<file path="src/rtl/key_debounce_filter.sv">
// Key/switch conditioner: synchronises key_raw, qualifies level changes over
// DEBOUNCE_CYCLES+1 consecutive differing samples, and counts rejected bounces.
module key_debounce_filter #(
  parameter int   SYNC_STAGES     = 2,
  parameter int   DEBOUNCE_CYCLES = 50000,
  parameter int   CNT_W           = 16,
  parameter logic RESET_LEVEL     = 1'b1,
  parameter int   GLITCH_W        = 8
) (
  input  logic                clk,
  input  logic                rst_n,
  input  logic                key_raw,
  input  logic                glitch_clr,
  output logic                key_level,
  output logic                key_busy,
  output logic [GLITCH_W-1:0] glitch_cnt
);

  typedef enum logic {STABLE, CHECK} state_t;

  localparam logic [CNT_W-1:0] CNT_LAST = CNT_W'(DEBOUNCE_CYCLES - 1);

  state_t                 state;
  logic [CNT_W-1:0]       cnt;
  logic [SYNC_STAGES-1:0] sync;
  logic                   sync_out;
  logic                   glitch_evt;

  assign sync_out   = sync[SYNC_STAGES-1];
  assign glitch_evt = (state == CHECK) && (sync_out == key_level);

  // Presetting to the idle level keeps reset release from looking like a press.
  always_ff @(posedge clk or negedge rst_n) begin
    if (!rst_n) sync <= {SYNC_STAGES{RESET_LEVEL}};
    else        sync <= {sync[SYNC_STAGES-2:0], key_raw};
  end

  always_ff @(posedge clk or negedge rst_n) begin
    if (!rst_n) begin
      state     <= STABLE;
      cnt       <= '0;
      key_level <= RESET_LEVEL;
      key_busy  <= 1'b0;
    end else begin
      case (state)
        STABLE: begin
          cnt <= '0;
          if (sync_out != key_level) begin
            state    <= CHECK;
            key_busy <= 1'b1;
          end
        end
        CHECK: begin
          if (sync_out == key_level) begin
            state    <= STABLE;
            key_busy <= 1'b0;
            cnt      <= '0;
          end else if (cnt == CNT_LAST) begin
            key_level <= sync_out;
            state     <= STABLE;
            key_busy  <= 1'b0;
            cnt       <= '0;
          end else begin
            cnt <= cnt + 1'b1;
          end
        end
        default: begin
          state    <= STABLE;
          key_busy <= 1'b0;
          cnt      <= '0;
        end
      endcase
    end
  end

  // Clear beats a coincident increment; count sticks at all-ones.
  always_ff @(posedge clk or negedge rst_n) begin
    if (!rst_n)                            glitch_cnt <= '0;
    else if (glitch_clr)                   glitch_cnt <= '0;
    else if (glitch_evt && ~&glitch_cnt)   glitch_cnt <= glitch_cnt + 1'b1;
  end

endmodule

</file>
<file path="config.mk">
export PLATFORM = sky130hd
export DESIGN_NAME = key_debounce_filter
export DESIGN_NICKNAME = d
export VERILOG_FILES = /design/src/rtl/key_debounce_filter.sv
export SDC_FILE = /design/constraint.sdc
export NUM_CORES = 1
export LEC_CHECK = 0
export BUFFER_PORTS_ARGS = -buffer_cell sky130_fd_sc_hd__buf_2
export CORE_UTILIZATION = 57
export CTS_CLUSTER_SIZE = 28
export DETAILED_ROUTE_END_ITERATION = 10
export PLACE_DENSITY_LB_ADDON = 0.15
export SYNTH_ARGS = -nofsm -noshare
export SYNTH_HDL_FRONTEND = slang
export SYNTH_SLANG_ARGS = --single-unit
</file>
<file path="constraint.sdc">
create_clock -name clk -period 2 [get_ports clk]
set_clock_uncertainty 0.1 [all_clocks]
set_input_delay 0.2 -clock clk [delete_from_list [all_inputs] [get_ports clk]]
set_output_delay 0.2 -clock clk [all_outputs]
set_load 0.005 [all_outputs]
</file>
Yosys cells after proc, flatten, opt, wreduce, memory -nomap -nowiden
Index checks and enable logic that the tools add are counted.
{"block": "word_totals", "ff_bits": 29, "in_bits": 4, "output_inout_bits": 10, "elab_cells": 35}
{"block": "op_classes", "add_sub_neg": 2, "n_eq_ne": 5, "muxes": 13, "n_bitwise": 2, "n_reduce_logical": 7}
{"op": "16-bit two-way mux", "n": 2}
{"op": "16-bit case mux with 2 select lines", "n": 1}
{"op": "16-bit by 1-bit adder with 16-bit output, second input constant", "n": 1}
{"op": "16-bit equality test, second input constant", "n": 1}
{"op": "8-bit two-way mux", "n": 2}
{"op": "8-bit by 1-bit adder with 8-bit output, second input constant", "n": 1}
{"op": "8-bit AND reduction", "n": 1}
{"op": "1-bit two-way mux", "n": 6}
{"op": "1-bit case mux with 2 select lines", "n": 2}
{"op": "3-bit by 1-bit inequality test with 1-bit output, second input constant", "n": 1}
{"op": "3-bit AND reduction", "n": 1}
{"op": "1-bit logical AND", "n": 2}
{"op": "2-bit inequality test, second input constant", "n": 1}
{"op": "1-bit inverter", "n": 2}
{"op": "2-bit AND reduction", "n": 1}
{"op": "2-bit nonzero test", "n": 1}
{"op": "1-bit equality test", "n": 1}
{"op": "1-bit logical NOT", "n": 1}
{"op": "1-bit inequality test", "n": 1}

Longest topological paths before layout
Gate-level depths: netlist of the first run.
{"block": "depth", "word_depth": 5, "mapped_depth": 6, "ltp_nobuf": 5}

Worst setup path after synthesis of the first run
OpenSTA, ideal clock, no wires.
{"block": "synth_path", "path_type": "register -> register", "startpoint": "reg cnt[5]", "endpoint": "reg cnt[15]", "setup_ns": 0.079, "t_arrival_ns": 1.530, "required_time_ns": 1.821, "slack_ns": 0.291, "stages_incl_launch_ff": 5, "path_buffers": 0, "synth_period_minus_slack_ns": 1.709, "cell_sequence": "dfrtp_1 -> nand3_4 -> or3_4 -> or4_1 -> a21oi_1"}
{"block": "synth_via", "elab_chain_len": 4, "elab_cells_between_ends": 5, "classes_between": "add/sub (1); eq/ne (1); mux (3)"}
{"item": "start: declaration", "line_no": "24", "source": "logic [CNT_W-1:0] cnt;"}
{"item": "start signal: assignment", "line_no": "64", "source": "cnt <= cnt + 1'b1;"}
{"item": "16-bit by 1-bit adder with 16-bit output / 16-bit equality test (equally long branches)", "line_no": "64, 58"}
{"item": "16-bit two-way mux (*)", "line_no": "58", "source": "end else if (cnt == CNT_LAST) begin"}
{"item": "16-bit two-way mux (*)", "line_no": "54", "source": "if (sync_out == key_level) begin"}
{"item": "16-bit case mux with 2 select lines (*)", "line_no": "45", "source": "case (state)"}
Mark *: on every way between the ends. The rest lies on a longest branch, timed or not.
A chain may end at the register's enable or synchronous reset.

Final worst setup path of the first run
{"block": "layout_path", "startpoint": "reg cnt[8]", "endpoint": "reg cnt[14]"}
The elaborated chain is that of the path after synthesis.

==> results.py, run 1 <==
metrics = {
    "placed_design": {
        "gp_routability_congestion": 0.9176,
        "place_inst": 180,
        "detailedPlacementHpwl_mm": 1.869,
        "placed_area_um2": 1520,
        "io_buffer_count": 13,
        "dp_worst_setup_slack_ns": 0.2076,
    },
    "global_routing": {
        "grt_start_max_net_pins": 30,
        "grt_first_pass_wirelength_mm": 4.554,
        "initial_antenna_violation_count": 0,
        "first_global_vias": 1042,
        "groute.usage.overall": 0.2406,
        "total_congestion_overflow_after_global_routing": 0,
    },
    "floorplan": {
        "start_util": 0.6199,
        "core_ar_um2": 2255,
        "pin_count": 14,
        "die_area_um2": 2654,
        "chipHeight_um": 51.52,
        "die-width_um": 51.52,
        "floorplan.rows": 17,
    },
    "worst_setup_path": {
        "reg2reg_to": "cnt[14]",
        "cp_data_required_time_ns": 2.16,
        "arrival_ns": 1.97,
        "timing.critical_path.to_type": "flip-flop",
        "criticalPathCategory": "flip-flop to flip-flop",
        "crit_path_cell_chain": "nand3_1 > or3_1 > or4b_1 > a21oi_1",
        "crit_path_max_fanout": 6,
        "cpLargestDelayFamily": "simple AND/OR/NAND/NOR gates",
        "critPathSlowestCell": "sky130_fd_sc_hd__or4b_1",
        "timing.critical_path.from_type": "flip-flop",
        "cp_slowest_stage_delay_ns": 0.52,
        "critical_path_buf_inv_count": 0,
        "r2r_slack_ns": 0.19,
        "r2r.worst_path.cells": 4,
        "regToRegStartpoint": "cnt[8]",
    },
    "route": {
        "detail_route.drc_violations": 0,
        "drt-wirelength-per-cell_um": 14.04,
        "vias": 1062,
        "postRouteAntennaNets": 0,
        "highest_layer": "met4",
        "initialDrtViolationCount": 20,
        "wl_mm": 2.668,
        "dr_wl_met3_um": 98,
        "first_pass_iters": 4,
        "routedLengthMet1_mm": 1.383,
        "detail_route.vias_per_cell": 5.589,
        "dr_wl_met2_mm": 1.155,
    },
    "clock_tree": {
        "cts_htree_levels": 2,
        "numClockSinks": 29,
        "cts-root-to-sink-buffers": 2,
        "hold_buffers": 2,
        "clkTransAtPathRegs_ns": 0.10,
        "cts_inserted_buffers": 5,
        "post-cts-setup-buffer-count": 0,
        "insertion_delay_ns": 0.33,
        "ctsResizeCount": 0,
        "clock-root-buffer": "sky130_fd_sc_hd__clkbuf_4",
        "cts_tree": "yes",
    },
    "layout": {
        "area_growth_pct": 13.88,
        "final_cell_count_no_fill": 190,
        "layout.cells.most_common": "sky130_fd_sc_hd__dfrtp_1",
        "antenna_cells": 0,
        "layout-drive-gt1-share": 0.1975,
        "final_cell_area_um2": 1592,
        "mostFrequentLayoutCells": "sky130_fd_sc_hd__dfrtp_1 (26), sky130_fd_sc_hd__nor2_1 (22), sky130_fd_sc_hd__buf_2 (13), sky130_fd_sc_hd__xnor2_1 (10), sky130_fd_sc_hd__nand2_1 (8)",
        "final_net_count": 167,
    },
    "logic_synthesis": {
        "number_of_synthesized_register_bits": 29,
        "postSynthAreaPerCell_um2": 10.20,
        "ys_types": 33,
        "synthFlopType": "sky130_fd_sc_hd__dfrtp_1",
        "syn_nets": 143,
        "syn-instance-count": 137,
        "synth.cell_area_um2": 1398,
        "synthArstFlopShare": 1.000,
        "synth_enable_flop_cells": 0,
        "netlist.area_leader.share": 0.4655,
        "synthDominantAreaCellType": "sky130_fd_sc_hd__dfrtp_1",
        "synthesis.yosys.warnings": 0,
        "netlist_top_cells_area": "sky130_fd_sc_hd__dfrtp_1 (47%), sky130_fd_sc_hd__xnor2_1 (6.3%), sky130_fd_sc_hd__nor2_1 (5.9%), sky130_fd_sc_hd__dfstp_2 (5.6%), sky130_fd_sc_hd__xor2_1 (3.8%)",
        "yosysSeqAreaShare": 0.5219,
    },
    "sta": {
        "finalHoldViolations": 0,
        "worst_margin_pin_slew_ns": 0.6293,
        "headroom_to_the_max_slew_limit": 0.5805,
        "grt_setup_unrepaired": "no",
        "report.final.slew_viol_count": 0,
        "timing.fmax_mhz": 551.0,
        "setup_ws_ns": 0.1850,
        "final.period_utilization": 0.9075,
        "setup_tns_ns": 0,
        "final.min_clock_period_ns": 1.815,
        "final-setup-viol-count": 0,
    },
    "power": {
        "power_density_over_the_cells_nw_per_um2": 624.5,
        "total_leakage_power_nw": 0.6560,
        "vdd_ir_max_mv": 0.5598,
    },
    "run": {
        "max_cap_viol_count": 0,
    },
    "run_status": {
        "outcome": "completed",
    },
    "worst_hold_path": {
        "worstHoldPathCells": 2,
        "worstHoldStart": "glitch_clr",
        "min_delay_worst_endpoint": "glitch_cnt[6]",
        "min_path_type": "input port to flip-flop",
    },
}
[layer usage]
metal	global-route usage	vias up
li1	-	533
met1	0.3231	508
met2	0.3571	16
met3	0.08772	5
met4	0.08559	0
met5	0	-
[cells in the mapped netlist, types with 2 or more instances]
master                     number
sky130_fd_sc_hd__a21oi_1        7
sky130_fd_sc_hd__dfrtp_1       26
sky130_fd_sc_hd__dfstp_2        3
sky130_fd_sc_hd__ha_1           2
sky130_fd_sc_hd__inv_1          6
sky130_fd_sc_hd__mux2i_1        2
sky130_fd_sc_hd__nand2_1        8
sky130_fd_sc_hd__nand3_1        6
sky130_fd_sc_hd__nand4_1        4
sky130_fd_sc_hd__nor2_1        22
sky130_fd_sc_hd__nor3_1         4
sky130_fd_sc_hd__nor4_1         3
sky130_fd_sc_hd__nor4bb_1       2
sky130_fd_sc_hd__o211ai_1       2
sky130_fd_sc_hd__o21ai_0        3
sky130_fd_sc_hd__o31ai_1        3
sky130_fd_sc_hd__or3_1          3
sky130_fd_sc_hd__or4_1          2
sky130_fd_sc_hd__xnor2_1       10
sky130_fd_sc_hd__xor2_1         6
[worst max path at each step]
stage | cells past startpoint | to | from | slack, ns
finish | 4 | cnt[14] | cnt[8] | 0.19
global route | 4 | cnt[15] | cnt[5] | 0.05
CTS | 4 | cnt[15] | cnt[5] | 0.18
detailed placement | 4 | cnt[14] | cnt[8] | 0.21
global placement | 4 | cnt[14] | cnt[8] | 0.25
floorplan | 4 | cnt[15] | cnt[5] | 0.29
[flip-flops by register name, indices dropped and copies added, names as in the netlist]
signal      count
cnt            16
glitch_cnt      8
sync            2
key_busy        1
key_level       1
state           1
[power by group]
part	switching (mW)	internal, mW
clock network	0.202	0.134
registers	0.00887	0.597
logic	0.0323	0.0196
total	0.244	0.750
[worst reg2reg max path: cells and delay by family, from the launching register on]
family / cells / cell delay, ns
flops: 1 / 0.44
simple gates: 3 / 1.06
compound gates: 1 / 0.15
[kinds of logic (layout without fill, tap and decap cells)]
logic type / Yosys count / after routing / share of synthesized area
AND/OR/NAND/NOR: 62 / 62 / 0.2408
XOR/XNOR: 16 / 16 / 0.1003
multiplexers: 3 / 3 / 0.02238
flip-flops: 29 / 29 / 0.5219
AO/OA/AOI/OAI: 17 / 17 / 0.07519
buffers and inverters: 8 / 33 / 0.02148
adder cells (fa/ha/maj): 2 / 2 / 0.01790
[layout make-up]
type                       count  area [um2]
multi-input combinational    100       638.1
clock inverter                 2       10.01
tap                           28       35.03
timing repair buffer          19       115.1
inverter                       6       22.52
clock buffer                   6       41.29
sequential                    29       729.5
fill                         199       663.1
[stage by stage]
step | power [mW] | hold WS (ns) | utilization
after floorplan | 0.6378 | -0.1956 | -
after global placement | 0.6657 | 0.1519 | 0.6743
after detailed placement | 0.6675 | 0.1598 | 0.6743
after CTS | 1.009 | 0.02883 | 0.7059
after global routing | 1.044 | 0.01676 | 0.7059
final | 0.9940 | 0.03615 | 0.7059
Note: power is estimated with default switching activity, not from simulation.
==> run 2, diff against run 1 <==
PLACE_DENSITY = 0.77   (was not set)
PLACE_DENSITY_LB_ADDON = not set   (was 0.15)
==> run 2 against run 1 <==
Compared with the run above:
- maximum frequency fell by 0.55%
- count of clock-buffer cells in the layout rose by 1
- hold slack worse by 0.020 ns
- sequential power barely moved
- register-to-register slack about the same
- utilization rose by 0.39 points
- critical path depth stayed put
- flip-flop and latch count did not move
- non-clock buffer count unchanged
- wire length shrank 1.1%
- die area unchanged
- final cell count is 0.53% lower
- largest cell class unchanged
- largest power group unchanged
==> results.py, run 2 (same netlist as run 1, synthesis figures left out) <==
metrics = {
    "worst_setup_path": {
        "crit_path_cell_chain": "nand3_1 > or3_4 > or4b_1 > a21oi_1",
        "critical_path_buf_inv_count": 0,
        "timing.critical_path.to_type": "flip-flop",
        "cp_slowest_stage_delay_ns": 0.53,
        "cpLargestDelayFamily": "simple AND/OR/NAND/NOR gates",
        "arrival_ns": 1.98,
        "cp_data_required_time_ns": 2.15,
        "criticalPathCategory": "flip-flop to flip-flop",
        "critPathSlowestCell": "sky130_fd_sc_hd__or4b_1",
        "timing.critical_path.from_type": "flip-flop",
        "crit_path_max_fanout": 6,
    },
    "floorplan": {
        "pin_count": 14,
        "start_util": 0.6199,
        "core_ar_um2": 2255,
        "chipHeight_um": 51.52,
        "die-width_um": 51.52,
        "floorplan.rows": 17,
        "die_area_um2": 2654,
    },
    "global_routing": {
        "grt_start_max_net_pins": 30,
        "initial_antenna_violation_count": 0,
        "grt_first_pass_wirelength_mm": 4.291,
        "first_global_vias": 966,
        "total_congestion_overflow_after_global_routing": 0,
        "groute.usage.overall": 0.2325,
    },
    "clock_tree": {
        "cts_tree": "yes",
        "clock-root-buffer": "sky130_fd_sc_hd__clkbuf_4",
        "insertion_delay_ns": 0.33,
        "cts_htree_levels": 2,
        "cts_inserted_buffers": 5,
        "clkTransAtPathRegs_ns": 0.09,
        "cts-root-to-sink-buffers": 2,
        "numClockSinks": 29,
    },
    "layout": {
        "area_growth_pct": 14.50,
        "antenna_cells": 0,
        "mostFrequentLayoutCells": "sky130_fd_sc_hd__dfrtp_1 (26), sky130_fd_sc_hd__nor2_1 (22), sky130_fd_sc_hd__buf_2 (13), sky130_fd_sc_hd__xnor2_1 (10), sky130_fd_sc_hd__nand2_1 (8)",
        "biggestRegsByFlops": "cnt x16, glitch_cnt x8, sync x2",
        "registers.top_by_ff_count": "cnt",
        "seq_area_um2": 729.5,
        "largest_register_ffs": 16,
        "final_net_count": 167,
        "layout-drive-gt1-share": 0.1988,
        "layout.cells.most_common": "sky130_fd_sc_hd__dfrtp_1",
        "multi_input_area_um2": 643.1,
        "final.fill_count": 162,
    },
    "sta": {
        "headroom_to_the_max_slew_limit": 0.5911,
        "report.final.slew_viol_count": 0,
        "setup_ws_ns": 0.1750,
        "grt_setup_unrepaired": "no",
        "final.min_clock_period_ns": 1.825,
        "finalHoldViolations": 0,
        "worst_margin_pin_slew_ns": 0.6134,
        "final-setup-viol-count": 0,
        "final.period_utilization": 0.9125,
        "setup_tns_ns": 0,
        "timing.fmax_mhz": 548.0,
    },
    "power": {
        "vdd_ir_max_mv": 0.4515,
        "total_leakage_power_nw": 0.6570,
        "power_density_over_the_cells_nw_per_um2": 634.6,
    },
    "route": {
        "detail_route.drc_violations": 0,
        "postRouteAntennaNets": 0,
        "drt-wirelength-per-cell_um": 13.96,
        "wl_mm": 2.639,
        "first_pass_iters": 4,
        "vias": 1092,
        "detail_route.vias_per_cell": 5.778,
        "initialDrtViolationCount": 36,
    },
    "run": {
        "max_cap_viol_count": 0,
    },
    "worst_hold_path": {
        "min_path_type": "input port to flip-flop",
    },
    "placed_design": {
        "io_buffer_count": 13,
        "detailedPlacementHpwl_mm": 1.841,
        "gp_routability_congestion": 0.8430,
        "dp_worst_setup_slack_ns": 0.1634,
    },
    "run_status": {
        "outcome": "completed",
    },
}
[run 2: cell count changes in the layout (fill, tap and decap cells not counted)]
cell,previous run,this run
sky130_fd_sc_hd__clkinv_2,2,0
sky130_fd_sc_hd__clkbuf_8,0,1
sky130_fd_sc_hd__or3_1,3,2
sky130_fd_sc_hd__or3_4,1,2
[run 2: metal layers]
metal	share of wire	track usage
met1	0.47	0.3044
met2	0.46	0.3247
met3	0.064	0.09942
met4	0.014	0.1216
met5	0	0
[run 2: repair_timing]
action,in CTS,in global routing
hold buffers,2,0
endpoints found under the hold margin,27,0
endpoints found under the setup margin,0,1
setup buffers,0,0
gates resized for setup,0,1
[run 2: worst paths after layout]
check                                 from       endpoint  slack (ns)  cells past startpoint
worst max register to register      cnt[8]        cnt[14]        0.18                      4
worst min-delay path            glitch_clr  glitch_cnt[3]        0.02                      2
max in group asynchronous            rst_n         cnt[7]        1.08                      2
min in group asynchronous            rst_n  glitch_cnt[0]        0.31                      2
worst max-delay path                cnt[8]        cnt[14]        0.18                      4
worst min register to register     sync[0]        sync[1]        0.27                      0
[run 2: power breakdown]
part / leakage (nW) / internal [mW] / switching (mW)
combinational: 0.238 / 0.0196 / 0.0321
clock: 0.0314 / 0.166 / 0.192
sequential: 0.388 / 0.597 / 0.00886
[run 2: area by class of cell]
type / instances / area share
Clock buffer: 7 / 0.03440
Inverter: 6 / 0.01407
Timing Repair Buffer: 19 / 0.07193
Tap cell: 28 / 0.02189
Multi-Input combinational cell: 100 / 0.4019
Sequential cell: 29 / 0.4558
[run 2: stage by stage]
step / hold WS (ns) / power (mW) / utilization / area [um2] / instances
final: 0.01660 / 1.015 / 0.7098 / 1600 / 189
after global routing: 0.007358 / 1.063 / 0.7098 / 1600 / 189
after detailed placement: 0.1514 / 0.6673 / 0.6743 / 1520 / 180
after floorplan: -0.1956 / 0.6378 / - / 1398 / 137
after global placement: 0.1425 / 0.6655 / 0.6743 / 1520 / 180
after CTS: 0.004551 / 1.027 / 0.7075 / 1595 / 189
